[config.mk]
export PLATFORM = sky130hd
export DESIGN_NAME = array_port_arbiter
export DESIGN_NICKNAME = d
export VERILOG_FILES = /design/src/rtl/array_arb_pkg.sv /design/src/rtl/rr_arb2.sv /design/src/rtl/array_port_arbiter.sv
export SDC_FILE = /design/constraint.sdc
export NUM_CORES = 1
export LEC_CHECK = 0
export BUFFER_PORTS_ARGS = -buffer_cell sky130_fd_sc_hd__buf_2
export CORE_ASPECT_RATIO = 0.8
export CORE_MARGIN = 10
export CORE_UTILIZATION = 50
export DETAILED_ROUTE_END_ITERATION = 10
export GPL_TIMING_DRIVEN = 0
export PLACE_DENSITY = 0.81
export SYNTH_ARGS = -nofsm -noshare
export SYNTH_HDL_FRONTEND = slang
export SYNTH_SLANG_ARGS = --single-unit
[constraint.sdc]
create_clock -name clk -period 4.6 [get_ports clk]
set_clock_uncertainty 0.2 [all_clocks]
set_input_delay 0.46 -clock clk [delete_from_list [all_inputs] [get_ports clk]]
set_output_delay 0.46 -clock clk [all_outputs]
set_load 0.05 [all_outputs]
[src/rtl/array_arb_pkg.sv]
// Shared types and constants for the two-requester scratch-array arbiter.
package array_arb_pkg;

    typedef enum logic {
        CLEAR,
        RUN
    } state_t;

    typedef logic req_id_t;

    localparam int REQ_COUNT = 2;

endpackage : array_arb_pkg

[src/rtl/rr_arb2.sv]
// Two-way combinational pick: round-robin on last_grant, or fixed priority to
// requester 0 when ARB_FIXED_PRIO_EN is defined.
module rr_arb2
    import array_arb_pkg::*;
(
    input  logic [REQ_COUNT-1:0] eligible,
    input  logic                 last_grant,
    output logic                 valid,
    output logic                 winner
);

    // NOTE: every output gets a default first so no path through the block
    // can leave a value unassigned and infer a latch.
    always_comb begin
        valid  = |eligible;
        winner = 1'b0;
        if (eligible == 2'b11) begin
`ifdef ARB_FIXED_PRIO_EN
            winner = 1'b0;
`else
            winner = ~last_grant;
`endif
        end else if (eligible[1]) begin
            winner = 1'b1;
        end
    end

endmodule : rr_arb2

[src/rtl/array_port_arbiter.sv]
// Two-port arbiter in front of a DEPTH x WIDTH register array, with a
// post-reset clear sequence. Define ARB_FIXED_PRIO_EN for fixed priority.
module array_port_arbiter
    import array_arb_pkg::*;
#(
    parameter int WIDTH  = 32,
    parameter int DEPTH  = 4,
    parameter int ADDR_W = $clog2(DEPTH)
) (
    input  logic              clk,
    input  logic              reset,

    input  logic              req0,
    input  logic              we0,
    input  logic [ADDR_W-1:0] addr0,
    input  logic [WIDTH-1:0]  wdata0,
    output logic              ack0,
    output logic [WIDTH-1:0]  rdata0,

    input  logic              req1,
    input  logic              we1,
    input  logic [ADDR_W-1:0] addr1,
    input  logic [WIDTH-1:0]  wdata1,
    output logic              ack1,
    output logic [WIDTH-1:0]  rdata1,

    output logic              busy
);

    state_t              state;
    state_t              state_next;
    logic [ADDR_W-1:0]   clr_idx;
    logic [WIDTH-1:0]    mem [DEPTH];

    logic [REQ_COUNT-1:0] eligible;
    logic                 pick_valid;
    logic                 winner;
    logic                 last_grant;
    logic                 grant;
    logic                 g_we;
    logic [ADDR_W-1:0]    g_addr;
    logic [WIDTH-1:0]     g_wdata;

    // A requester that was just acked still holds req this cycle; mask it.
    assign eligible = {req1 & ~ack1, req0 & ~ack0};

    rr_arb2 u_arb (
        .eligible   (eligible),
        .last_grant (last_grant),
        .valid      (pick_valid),
        .winner     (winner)
    );

    always_comb begin
        state_next = state;
        if (state == CLEAR && clr_idx == ADDR_W'(DEPTH - 1)) begin
            state_next = RUN;
        end
    end

    assign busy    = (state == CLEAR);
    assign grant   = pick_valid && (state == RUN);
    assign g_we    = winner ? we1    : we0;
    assign g_addr  = winner ? addr1  : addr0;
    assign g_wdata = winner ? wdata1 : wdata0;

    // NOTE: sequential state uses non-blocking assignments only, so every
    // register samples pre-edge values regardless of statement order.
    always_ff @(posedge clk) begin
        if (reset) begin
            state   <= CLEAR;
            clr_idx <= '0;
            ack0    <= 1'b0;
            ack1    <= 1'b0;
            rdata0  <= '0;
            rdata1  <= '0;
        end else begin
            state <= state_next;
            ack0  <= 1'b0;
            ack1  <= 1'b0;
            if (state == CLEAR) begin
                clr_idx <= clr_idx + 1'b1;
            end
            if (grant) begin
                if (winner) begin
                    ack1   <= 1'b1;
                    rdata1 <= g_we ? '0 : mem[g_addr];
                end else begin
                    ack0   <= 1'b1;
                    rdata0 <= g_we ? '0 : mem[g_addr];
                end
            end
        end
    end

`ifdef ARB_FIXED_PRIO_EN
    assign last_grant = 1'b0;
`else
    // Reset to 1 so requester 0 wins the first conflict.
    always_ff @(posedge clk) begin
        if (reset) begin
            last_grant <= 1'b1;
        end else if (grant) begin
            last_grant <= winner;
        end
    end
`endif

    // NOTE: the array itself has no reset; the CLEAR sequence zeroes it, which
    // keeps the storage a plain register file. Writes are blocked during reset
    // so an in-flight access is dropped.
    always_ff @(posedge clk) begin
        if (!reset) begin
            if (state == CLEAR) begin
                mem[clr_idx] <= '0;
            end else if (grant && g_we) begin
                mem[g_addr] <= g_wdata;
            end
        end
    end

endmodule : array_port_arbiter

# Word-level counts from Yosys, hierarchy flattened
# Memories as Yosys holds them, arrays and structs flattened.
# Index checks and enable logic that the tools add are counted.
# op_classes
add_sub_neg,1
n_eq_ne,2
n_mux,18
n_bitwise,8
reduce_logical,8
# op_table
op,n
$mux W32,3
$reduce_or A32 Y1,1
$mux W1,13
$not A1 Y1,6
$eq A2 B2 Y1 const B,2
$mux W2,2
$reduce_and A2 Y1,2
$reduce_or A2 Y1,2
$logic_and A1 B1 Y1,3
$add A2 B1 Y2 const B,1
$and A1 B1 Y1,2
# totals
ff_bits,70
ram_bits,128
memories,1
# mem_list
memory,depth,word_bits,read_ports,rd_ports_with_merged_regs,write_ports,line_no,text
mem,4,32,1,0,1,array_port_arbiter.sv:33,logic [WIDTH-1:0] mem [DEPTH];

# Logic depth before layout (Yosys ltp)
# Gate-level depths: netlist of the first run.
# logic_depth
ltp_word,12
depth_mapped,7

# By module
# From an unflattened synthesis of the first run, not the netlist that was laid out.
# hier_totals
hier_cells,560
hier_area_um2,7975.1
# modules_own_cells
mod,n_inst,cells_per_inst,area_each_um2,seq_area_each_um2
array_port_arbiter,1,558,7961.4,5245.0
rr_arb2,1,2,13.8,0.0

# Least setup slack after synthesis of the first run
# OpenSTA, ideal clock, no wires.
# synth_timing
path_type,reg2reg
start,register ack0
end,memory mem[0][0] (enable)
setup_time_ns,0.472
arrival_time_ns,4.180
slack_ns,-0.252
stages_incl_launch_ff,6
path_buffers,1
period_less_slack_ns,4.852
path_cell_list,dfxtp_1 -> nand3b_1 -> a21oi_1 -> or4_4 -> buf_6 -> o32ai_1
# synth_via
elab_chain_cells,12
# synth_rtl
item,line_no,text
from (decl),array_port_arbiter.sv:17,"output logic ack0,"
from (signal assigned),array_port_arbiter.sv:73,ack0 <= 1'b0;
from (signal assigned),array_port_arbiter.sv:79,ack0 <= 1'b0;
from (signal assigned),array_port_arbiter.sv:89,ack0 <= 1'b1;
$not A1 Y1 (*),array_port_arbiter.sv:45,"assign eligible = {req1 & ~ack1, req0 & ~ack0};"
$and A1 B1 Y1 (*),array_port_arbiter.sv:45,
$eq A2 B2 Y1,rr_arb2.sv:17,if (eligible == 2'b11) begin
$mux W1,rr_arb2.sv:17,
$mux W1,array_port_arbiter.sv:63,assign g_we = winner ? we1 : we0;
$logic_and A1 B1 Y1,array_port_arbiter.sv:116,end else if (grant && g_we) begin
$mux W1,array_port_arbiter.sv:116,
$mux W1,array_port_arbiter.sv:114,if (state == CLEAR) begin
$mux W1,array_port_arbiter.sv:113,if (!reset) begin
$mux W1 (not written as such),array_port_arbiter.sv:117,mem[g_addr] <= g_wdata;
$reduce_or A32 Y1 (no source line),n/a,
$mux W2 (no source line) / $mux W1 (equally long branches),n/a,
to (decl),array_port_arbiter.sv:33,
# Every way passes the cells marked *; elsewhere a longest branch is shown, timed or not.

# Final worst setup path of the first run
# layout_timing
start,register ack0
end,memory mem[2][9] (enable)
# Same word-level chain as after synthesis.

==> results of run 1 <==
## critical path: cells and delay by family, from the launching register on
kind,cells,cell delay (ps)
flops,1,350
mux,1,250
buf+inv,4,980
compound gates,1,640
simple gates,2,580
## through the flow
| step | cells | instance area, sq um | setup slack (ps) | hold slack (ps) | TNS, ps |
|---|---|---|---|---|---|
| 5_1_grt | 1233 | 10600 | 1200 | 231 | 0 |
| 4_1_cts | 1233 | 10600 | 1330 | 185 | 0 |
| 3_3_place_gp | 1195 | 9800 | -2180 | 255 | -146230 |
| 6_report | 1233 | 10600 | 1280 | 199 | 0 |
| 3_5_place_dp | 1201 | 10000 | 1210 | 256 | 0 |
| 2_1_floorplan | 832 | 8830 | -252 | 304 | -16100 |
## logic make-up after synthesis
family	Yosys count	synth area share [%]
adder cells (fa/ha/maj)	1	0.142
XOR/XNOR	1	0.0992
flip-flops	198	59.4
AO/OA/AOI/OAI	330	23.2
multiplexers	34	4.35
buffers and inverters	111	5.53
AND/OR/NAND/NOR	157	7.31
## registers in the layout (all words and copies together), names as in the netlist
name / cells
ack0: 1
rdata0: 32
last_grant: 1
state: 1
clr_idx: 2
rdata1: 32
ack1: 1
mem: 128
## cells in the mapped netlist
library cell  count
edfxtp_1        128
nand2_1         128
o21ai_0         128
a21oi_1          97
dfxtp_1          70
a22o_1           62
clkbuf_1         48
inv_1            34
a32oi_1          31
mux2_2           31
buf_2            13
nor2_1           13
buf_4             8
buf_6             3
nand2b_1          3
nor2b_1           3
a32o_1            2
buf_1             2
clkbuf_2          2
mux2i_1           2
nor3_1            2
nor3_2            2
o32ai_1           2
a211o_1           1
a21o_1            1
a21oi_2           1
and2b_2           1
and3b_1           1
ha_1              1
inv_2             1
mux2_4            1
nand2_2           1
nand3b_1          1
o211ai_1          1
o21a_1            1
o21bai_1          1
o22ai_1           1
o22ai_2           1
or3_1             1
or4_4             1
xor2_1            1
## worst max path at each step
stage	from	to	slack, ps	cells after the start
final	ack0	mem[2][9]	1280	8
after global placement	req1	mem[2][17]	-2180	7
after detailed placement	req0	mem[2][17]	1210	9
after floorplan	ack0	mem[0][0]	-250	5
after CTS	ack0	mem[2][8]	1330	8
after global routing	ack0	mem[2][12]	1200	8
## report_power, final
| part | leakage [uW] | switching [uW] | internal [uW] |
|---|---|---|---|
| Clock | 0.000303 | 665 | 826 |
| Sequential | 0.00183 | 42.3 | 2000 |
| Combinational | 0.00211 | 408 | 206 |
| Total | 0.00424 | 1120 | 3030 |
## layer usage
layer,vias to the layer above,global-route usage (%)
li1,3399,-
met1,3509,30.2
met5,-,0
met3,50,6.83
met4,0,7.41
met2,571,32.4
## layout make-up
| cell class | instances | area, sq um |
|---|---|---|
| Buffer | 76 | 357 |
| Clock buffer | 20 | 467 |
| Clock inverter | 12 | 128 |
| Fill cell | 1345 | 6720 |
| Inverter | 35 | 131 |
| Multi-Input combinational cell | 523 | 3150 |
| Sequential cell | 198 | 5250 |
| Tap cell | 225 | 282 |
| Timing Repair Buffer | 144 | 843 |
==> reports/metrics.csv, run 1 <==
metric;value;unit
seq_area_frac_synth;59.4;%
highest_layer;met4;
start_util;51.0;%
core-area;17300;sq um
rsz0062_at_grt;false;
finalHoldViolations;0;
r2r-end;mem[2][9];
drc;0;
grt_pass1_vias;7328;
cp_max_fo;14;
met1_length;10900;um
final_common_cell;buf_2;
fmax;301;MHz
yosys_register_bits;198;
crit-reg2reg-launch;ack0;
hold_class;primary input to flip-flop;
root_buffer;clkbuf_16;
synthesis.area;8830;sq um
cts_made_buffers;17;
cts_sinks;198;
drt-initial-drc-count;1184;
peakVddDrop;0.263;mV
postCtsSetupBuffers;0;
p_leak;0.00424;uW
status;complete, no violations;
dr_wl_met2;11400;um
powerDensity;391;nW/um^2
syn_avg_cell_area;10.6;sq um
die_w;169;um
critPathRequiredTime;4550;ps
finalCriticalPeriod;3320;ps
hold-path-cell-count;3;
slew_headroom;51.1;%
min_to;ack1;
routedWlPerCell;21.6;um
ys_types;41;
total_power;4150;uW
grt_pass1_wl;40900;um
ys_warn_count;0;
grt-ovfl-total;0;
viasPerCell;6.11;
r2r_setup_slack;1280;ps
clkTransAtPathRegs;70;ps
cap_violations;0;
worstSetupPathType;flip-flop to flip-flop;
gp_congestion;0.879;
hpwl;18700;um
synthCells;832;
crit_path_cell_trace;nand3b_1, nand2_2, buf_6, buf_2, mux2i_1, o32ai_4, buf_16, buf_8;
final_nets;1070;
die_h;139;um
post-route-util;61.2;%
area_delta_synth_final;20.1;%
rows;43;
drv_slew;0;
setup_viol;0;
finalWirelength;26600;um
dieArea;23400;sq um
cts_resized;0;
dr.pass1.iters;5;
h-tree-depth;4;
crit_arrival;3270;ps
synthTopCellsByArea;edfxtp_1, dfxtp_1, o21ai_0, a22o_1, a21oi_1;
yosysTopAreaCell;edfxtp_1;
io_buffers;138;
min_from;reset;
worst_pin_slew;734;ps
synth_fp_nets;907;
postRouteAntennaNets;0;
routed-wl-met3;3750;um
clk_latency;440;ps
cts_tree;yes;
drive_gt1_share;24.3;%
slowest_stage;o32ai_4;
hold_buffers;0;
max_stage_delay;640;ps
rr_worst_depth;8;
antenna_cells;0;
layout_common_cells;buf_2, nand2_1, o21ai_0, edfxtp_1, a21oi_1;
vias;7529;
setup.worst_path.start_class;flip-flop;
antenna_found_initial;0;
clock_path_buffers;2;
grt.total_usage;22.0;%
cp-end-kind;flip-flop;
fin_crit_sh;72.3;%
synth_top_area_share;43.5;%
io_pins;141;
grt_max_degree;23;
No activity file was read; power rests on OpenSTA's default activity.
==> run 2, diff against run 1 <==
clock period = 2.8 ns   (was 4.6 ns; I/O delays follow)
==> run 2 against run 1 <==
Effect of this change: combinational power grew 73%; global-route usage grew 0.50 points; count of clock-buffer cells in the layout grew 1; die area is the same; final cell count grew 0.65%; non-clock buffer count grew 6; critical path type unchanged; cell area grew 0.91%; wire length grew 3.6%.
==> reports/metrics.csv, run 2 (synthesis gave the netlist of run 1 again) <==
metric;value;unit;change
status;complete, no violations;;unchanged
startpoint;ack1;;was ack0
post-place-cells;1199;;was 1201
layout_common_cells;buf_2, nand2_1, o21ai_0, edfxtp_1, a21oi_1;;unchanged
net-switching-power;1900;uW;was 1120 uW
hold_class;primary input to flip-flop;;unchanged
die_h;139;um;unchanged
peakVddDrop;0.387;mV;was 0.263 mV
crit-reg2reg-launch;ack1;;was ack0
clk_latency;440;ps;about the same
total_power;6810;uW;was 4150 uW
setup_viol;0;;unchanged
clock_path_buffers;2;;unchanged
drv_slew;0;;unchanged
drt-initial-drc-count;1372;;was 1184
postRouteAntennaNets;0;;unchanged
grt_max_degree;20;;was 23
cap_violations;0;;unchanged
critPathRequiredTime;2790;ps;was 4550 ps
crit_arrival;2710;ps;was 3270 ps
drive_gt1_share;24.9;%;was 24.3%
cts_tree;yes;;unchanged
clockPowerShare;35.3;%;was 36.0%
final_cells;1241;;was 1233
p_leak;0.00426;uW;was 0.00424 uW
cts_sinks;198;;unchanged
cts_made_buffers;17;;unchanged
final_common_cell;buf_2;;unchanged
p_seq_share;49.2;%;about the same
p_sw_share;27.9;%;was 26.9%
area_delta_synth_final;21.2;%;was 20.1%
start_util;51.0;%;unchanged
largest_register;mem;;unchanged
r2r_setup_slack;80;ps;was 1280 ps
setup.worst_path.start_class;flip-flop;;unchanged
reg.largest.list;mem: 128 flops, rdata0: 32 flops, rdata1: 32 flops;;unchanged
slew_headroom;58.2;%;was 51.1%
root_buffer;clkbuf_16;;unchanged
fillers;1307;;was 1345
rr_worst_depth;8;;unchanged
min_to;mem[2][9];;was ack1
rsz0062_at_grt;false;;unchanged
intPower;4910;uW;was 3030 uW
worstSetupPathType;flip-flop to flip-flop;;unchanged
finalHoldViolations;0;;unchanged
grt_pass1_wl;42100;um;was 40900 um
die_w;169;um;unchanged
dr.pass1.iters;6;;was 5
viasPerCell;6.25;;was 6.11
hold-path-cell-count;3;;unchanged
finalWirelength;27600;um;was 26600 um
cp-end-kind;flip-flop;;unchanged
routedWlPerCell;22.2;um;was 21.6 um
r2r-end;mem[0][9];;was mem[2][9]
drc;0;;unchanged
cp_max_fo;16;;was 14
grt.total_usage;22.5;%;was 22.0%
grt-ovfl-total;0;;unchanged
dieArea;23400;sq um;unchanged
min_from;wdata1[9];;was reset
fmax;367;MHz;was 301 MHz
rows;43;;unchanged
antenna_cells;0;;unchanged
h-tree-depth;4;;unchanged
clkTransAtPathRegs;80;ps;was 70 ps
fin_crit_sh;97.2;%;was 72.3%
combPwrFrac;15.5;%;was 14.8%
finalCriticalPeriod;2720;ps;was 3320 ps
grt_pass1_vias;7374;;was 7328
worst_pin_slew;627;ps;was 734 ps
io_pins;141;;unchanged
final_nets;1078;;was 1070
powerDensity;637;nW/um^2;was 391 nW/um^2
design_area;10700;sq um;was 10600 sq um
antenna_found_initial;0;;unchanged
largest_register_ffs;128;;unchanged
io_buffers;138;;unchanged
hpwl;18600;um;was 18700 um
core-area;17300;sq um;unchanged
vias;7756;;was 7529
postPlaceCellArea;9950;sq um;was 10000 sq um
gp_congestion;0.876;;was 0.879
-- run 2: changes by cell type in the layout (fill, tap and decap cells not counted), sizes merged --
cell         before  now
o22ai             2    4
buf             170  175
dlygate4sd3       0    1
clkbuf           70   71
bufinv            2    0
inv              42   43
-- run 2: area by class of cell --
type                    instances  area, sq um  share of cell area, %
plain buffers                  75          352                   3.29
inverters                      35          131                   1.23
multi-input cells             525         3210                   30.0
clock buffers                  21          483                   4.51
clock inverters                11          100                  0.935
well taps                     225          282                   2.63
repair buffers                151          896                   8.37
flip-flops and latches        198         5250                   49.1
-- run 2: metal layers --
metal	vias to the layer above	track usage (%)	wire, um
li1	3420	-	-
met1	3681	31.2	11100
met2	573	32.4	11900
met3	82	7.85	3710
met4	0	6.91	780
met5	-	0	0
-- run 2: stage by stage --
stage	utilization [%]	setup TNS [ps]	hold WS, ps	setup WS [ps]
after floorplan	-	-6780	297	-106
after global placement	57.0	-80620	256	-960
after detailed placement	57.4	-34190	259	-524
after CTS	61.8	0	51.2	150
after global routing	61.8	0	60.1	28.7
final	61.8	0	56.9	78.4
-- run 2: worst max-delay path by stage --
| stage | to | cells after the start | slack, ps |
|---|---|---|---|
| after floorplan | mem[0][0] | 5 | -110 |
| after global placement | mem[2][18] | 6 | -960 |
| after detailed placement | mem[3][8] | 6 | -520 |
| after CTS | mem[0][9] | 8 | 150 |
| after global routing | mem[0][13] | 7 | 30 |
| final | mem[0][9] | 8 | 80 |
-- run 2: critical path: stages (launching register included) --
cell and delay (ps):
dfxtp_4 350, and2b_2 270, a21oi_1 80, or4_4 540, buf_6 180, nand2b_1 310, o32ai_4 160, buf_8 190
buf_16 160
-- run 2: power by group through the flow --
stage	logic (uW)	registers, uW	clock network [uW]
after detailed placement	947	3410	0
after global routing	1110	3360	2550
final	1060	3350	2400
after floorplan	555	3430	0
after global placement	874	3410	0
after CTS	1020	3350	2400
-- run 2: timing repair --
action,in CTS,in global routing
endpoints found under the hold margin,1,0
endpoints found under the setup margin,98,0
resized for setup,4,0
hold buffers,1,0
buffers inserted,8,0
==> run 3, diff against run 2 <==
REMOVE_ABC_BUFFERS = 1   (was unset)
clock period = 2.4 ns   (was 2.8 ns; I/O delays follow)
==> run 3 against run 2 <==
Effect of this change: the flow now finishes with violations (setup timing); sequential share of layout area shrank 3.1 points; via count shrank 2.6%; register-to-register slack lost 280 ps; worst setup slack lost 280 ps; critical path depth shrank 1; fmax grew 4.5%; count of clock-buffer cells in the layout shrank 2; sequential power grew 17%; die area is the same; critical path type unchanged; critical endpoint is now mem[3][0].
==> reports/metrics.csv, run 3 (synthesis gave the netlist of run 1 again) <==
metric;value;unit;change
status;complete, but fails checks;;was complete, no violations
violations;setup timing;;
hold_ws;3.96;ps;was 56.9 ps
io_buffers;140;;was 138
total_power;8390;uW;was 6810 uW
die_w;169;um;unchanged
min_to;mem[0][30];;was mem[2][9]
layout_common_cells;buf_2, o21ai_0, edfxtp_1;;was buf_2, nand2_1, o21ai_0, edfxtp_1, a21oi_1
fin_crit_sh;109;%;was 97.2%
clkTransAtPathRegs;70;ps;was 80 ps
crit_arrival;2560;ps;was 2710 ps
vias;7552;;was 7756
seq_area;5250;sq um;about the same
dr.pass1.iters;6;;unchanged
p_leak;0.00449;uW;was 0.00426 uW
cp_max_fo;8;;was 16
viasPerCell;6.21;;was 6.25
finalCriticalPeriod;2610;ps;was 2720 ps
routedWlPerCell;23.5;um;was 22.2 um
grt_pass1_vias;7600;;was 7374
antenna_found_initial;0;;unchanged
worstSetupPathType;flip-flop to flip-flop;;unchanged
fillers;1216;;was 1307
dieArea;23400;sq um;unchanged
postRouteAntennaNets;0;;unchanged
setup_viol;140;;was 0
grt_max_degree;66;;was 20
finalHoldViolations;0;;unchanged
startpoint;ack0;;was ack1
cts_sinks;198;;unchanged
cp-end-kind;flip-flop;;unchanged
drt-initial-drc-count;899;;was 1372
gp_congestion;0.730;;was 0.876
drv_slew;0;;unchanged
drive_gt1_share;32.2;%;was 24.9%
powerDensity;735;nW/um^2;was 637 nW/um^2
hpwl;14400;um;was 18600 um
rows;43;;unchanged
cts_made_buffers;17;;unchanged
reg.largest.list;mem: 128 flops, rdata0: 32 flops, rdata1: 32 flops;;unchanged
rsz0062_at_grt;true;;was false
postPlaceCellArea;9880;sq um;was 9950 sq um
grt_pass1_wl;42000;um;was 42100 um
hold-path-cell-count;3;;unchanged
drc;0;;unchanged
final_common_cell;buf_2;;unchanged
rr_worst_depth;7;;was 8
cts_tree;yes;;unchanged
r2r_setup_slack;-210;ps;was 80 ps
clk_latency;440;ps;about the same
grt-ovfl-total;0;;unchanged
die_h;139;um;unchanged
critPathRequiredTime;2350;ps;was 2790 ps
cap_violations;0;;unchanged
h-tree-depth;4;;unchanged
root_buffer;clkbuf_16;;unchanged
area_delta_synth_final;29.4;%;was 21.2%
fmax;384;MHz;was 367 MHz
core-area;17300;sq um;unchanged
antenna_cells;0;;unchanged
multiInputGateArea;3520;sq um;was 3210 sq um
setup.worst_path.start_class;flip-flop;;unchanged
finalWirelength;28600;um;was 27600 um
final_nets;1053;;was 1078
crit-reg2reg-launch;ack0;;was ack1
start_util;51.0;%;unchanged
design_area;11400;sq um;was 10700 sq um
largest_register;mem;;unchanged
io_pins;141;;unchanged
setup_slack;-205;ps;was 78.4 ps
slew_headroom;12.5;%;was 58.2%
r2r-end;mem[3][0];;was mem[0][9]
peakVddDrop;0.502;mV;was 0.387 mV
hold_class;primary input to flip-flop;;unchanged
min_from;wdata0[30];;was wdata1[9]
worst_pin_slew;1310;ps;was 627 ps
largest_register_ffs;128;;unchanged
grt.total_usage;22.7;%;was 22.5%
clock_path_buffers;2;;unchanged
run 3: power breakdown:
part,internal (uW),switching (uW)
registers,3830,79.3
logic,575,859
clock network,1740,1300
total,6150,2240
run 3: layout make-up:
class                      instances  share of cell area (%)
clock inverter                    13                    1.46
timing repair buffer             197                    13.9
multi-input combinational        528                    30.8
timing repair inverter             1                  0.0657
clock buffer                      19                    4.06
sequential                       198                    46.0
tap                              225                    2.46
inverter                          35                    1.21
run 3: worst max-delay path by stage:
stage	endpoint	slack, ps	depth (start not counted)
finish	mem[3][0]	-210	7
global route	mem[0][13]	-240	7
CTS	mem[1][8]	-170	8
detailed placement	mem[3][13]	-2010	7
global placement	rdata1[30]	-6130	4
floorplan	mem[0][0]	-3100	4
run 3: metal layers:
metal	part of all wire [%]	global-route usage, %	vias up	routed length, um
met5	0	0	-	0
met4	2.9	8.97	0	836
met3	9.0	4.84	74	2580
met2	50	39.1	458	14200
met1	39	27.0	3658	11000
li1	-	-	3362	-
run 3: stage by stage:
| step | utilization, % | TNS, ps | instances | setup slack (ps) |
|---|---|---|---|---|
| floorplan | - | -607920 | 756 | -3100 |
| global placement | 54.6 | -1355280 | 1121 | -6130 |
| detailed placement | 57.1 | -297230 | 1136 | -2010 |
| CTS | 65.3 | -14620 | 1209 | -167 |
| global route | 65.9 | -30070 | 1216 | -243 |
| finish | 65.9 | -20000 | 1216 | -205 |
run 3: critical path, stage by stage, from the launching register on:
cell and delay [ps]:
dfxtp_2 340, and3b_2 340, nor3_4 70, or4_4 570, a21o_4 230, o22ai_4 220
buf_12 170, clkbuf_16 160
run 3: timing repair:
action,in CTS,in global routing
setup buffers,25,7
pin swaps,14,9
resized for setup,61,14
setup endpoints to repair,284,269
endpoints found under the hold margin,20,0
hold buffers,7,0
cloned,9,5
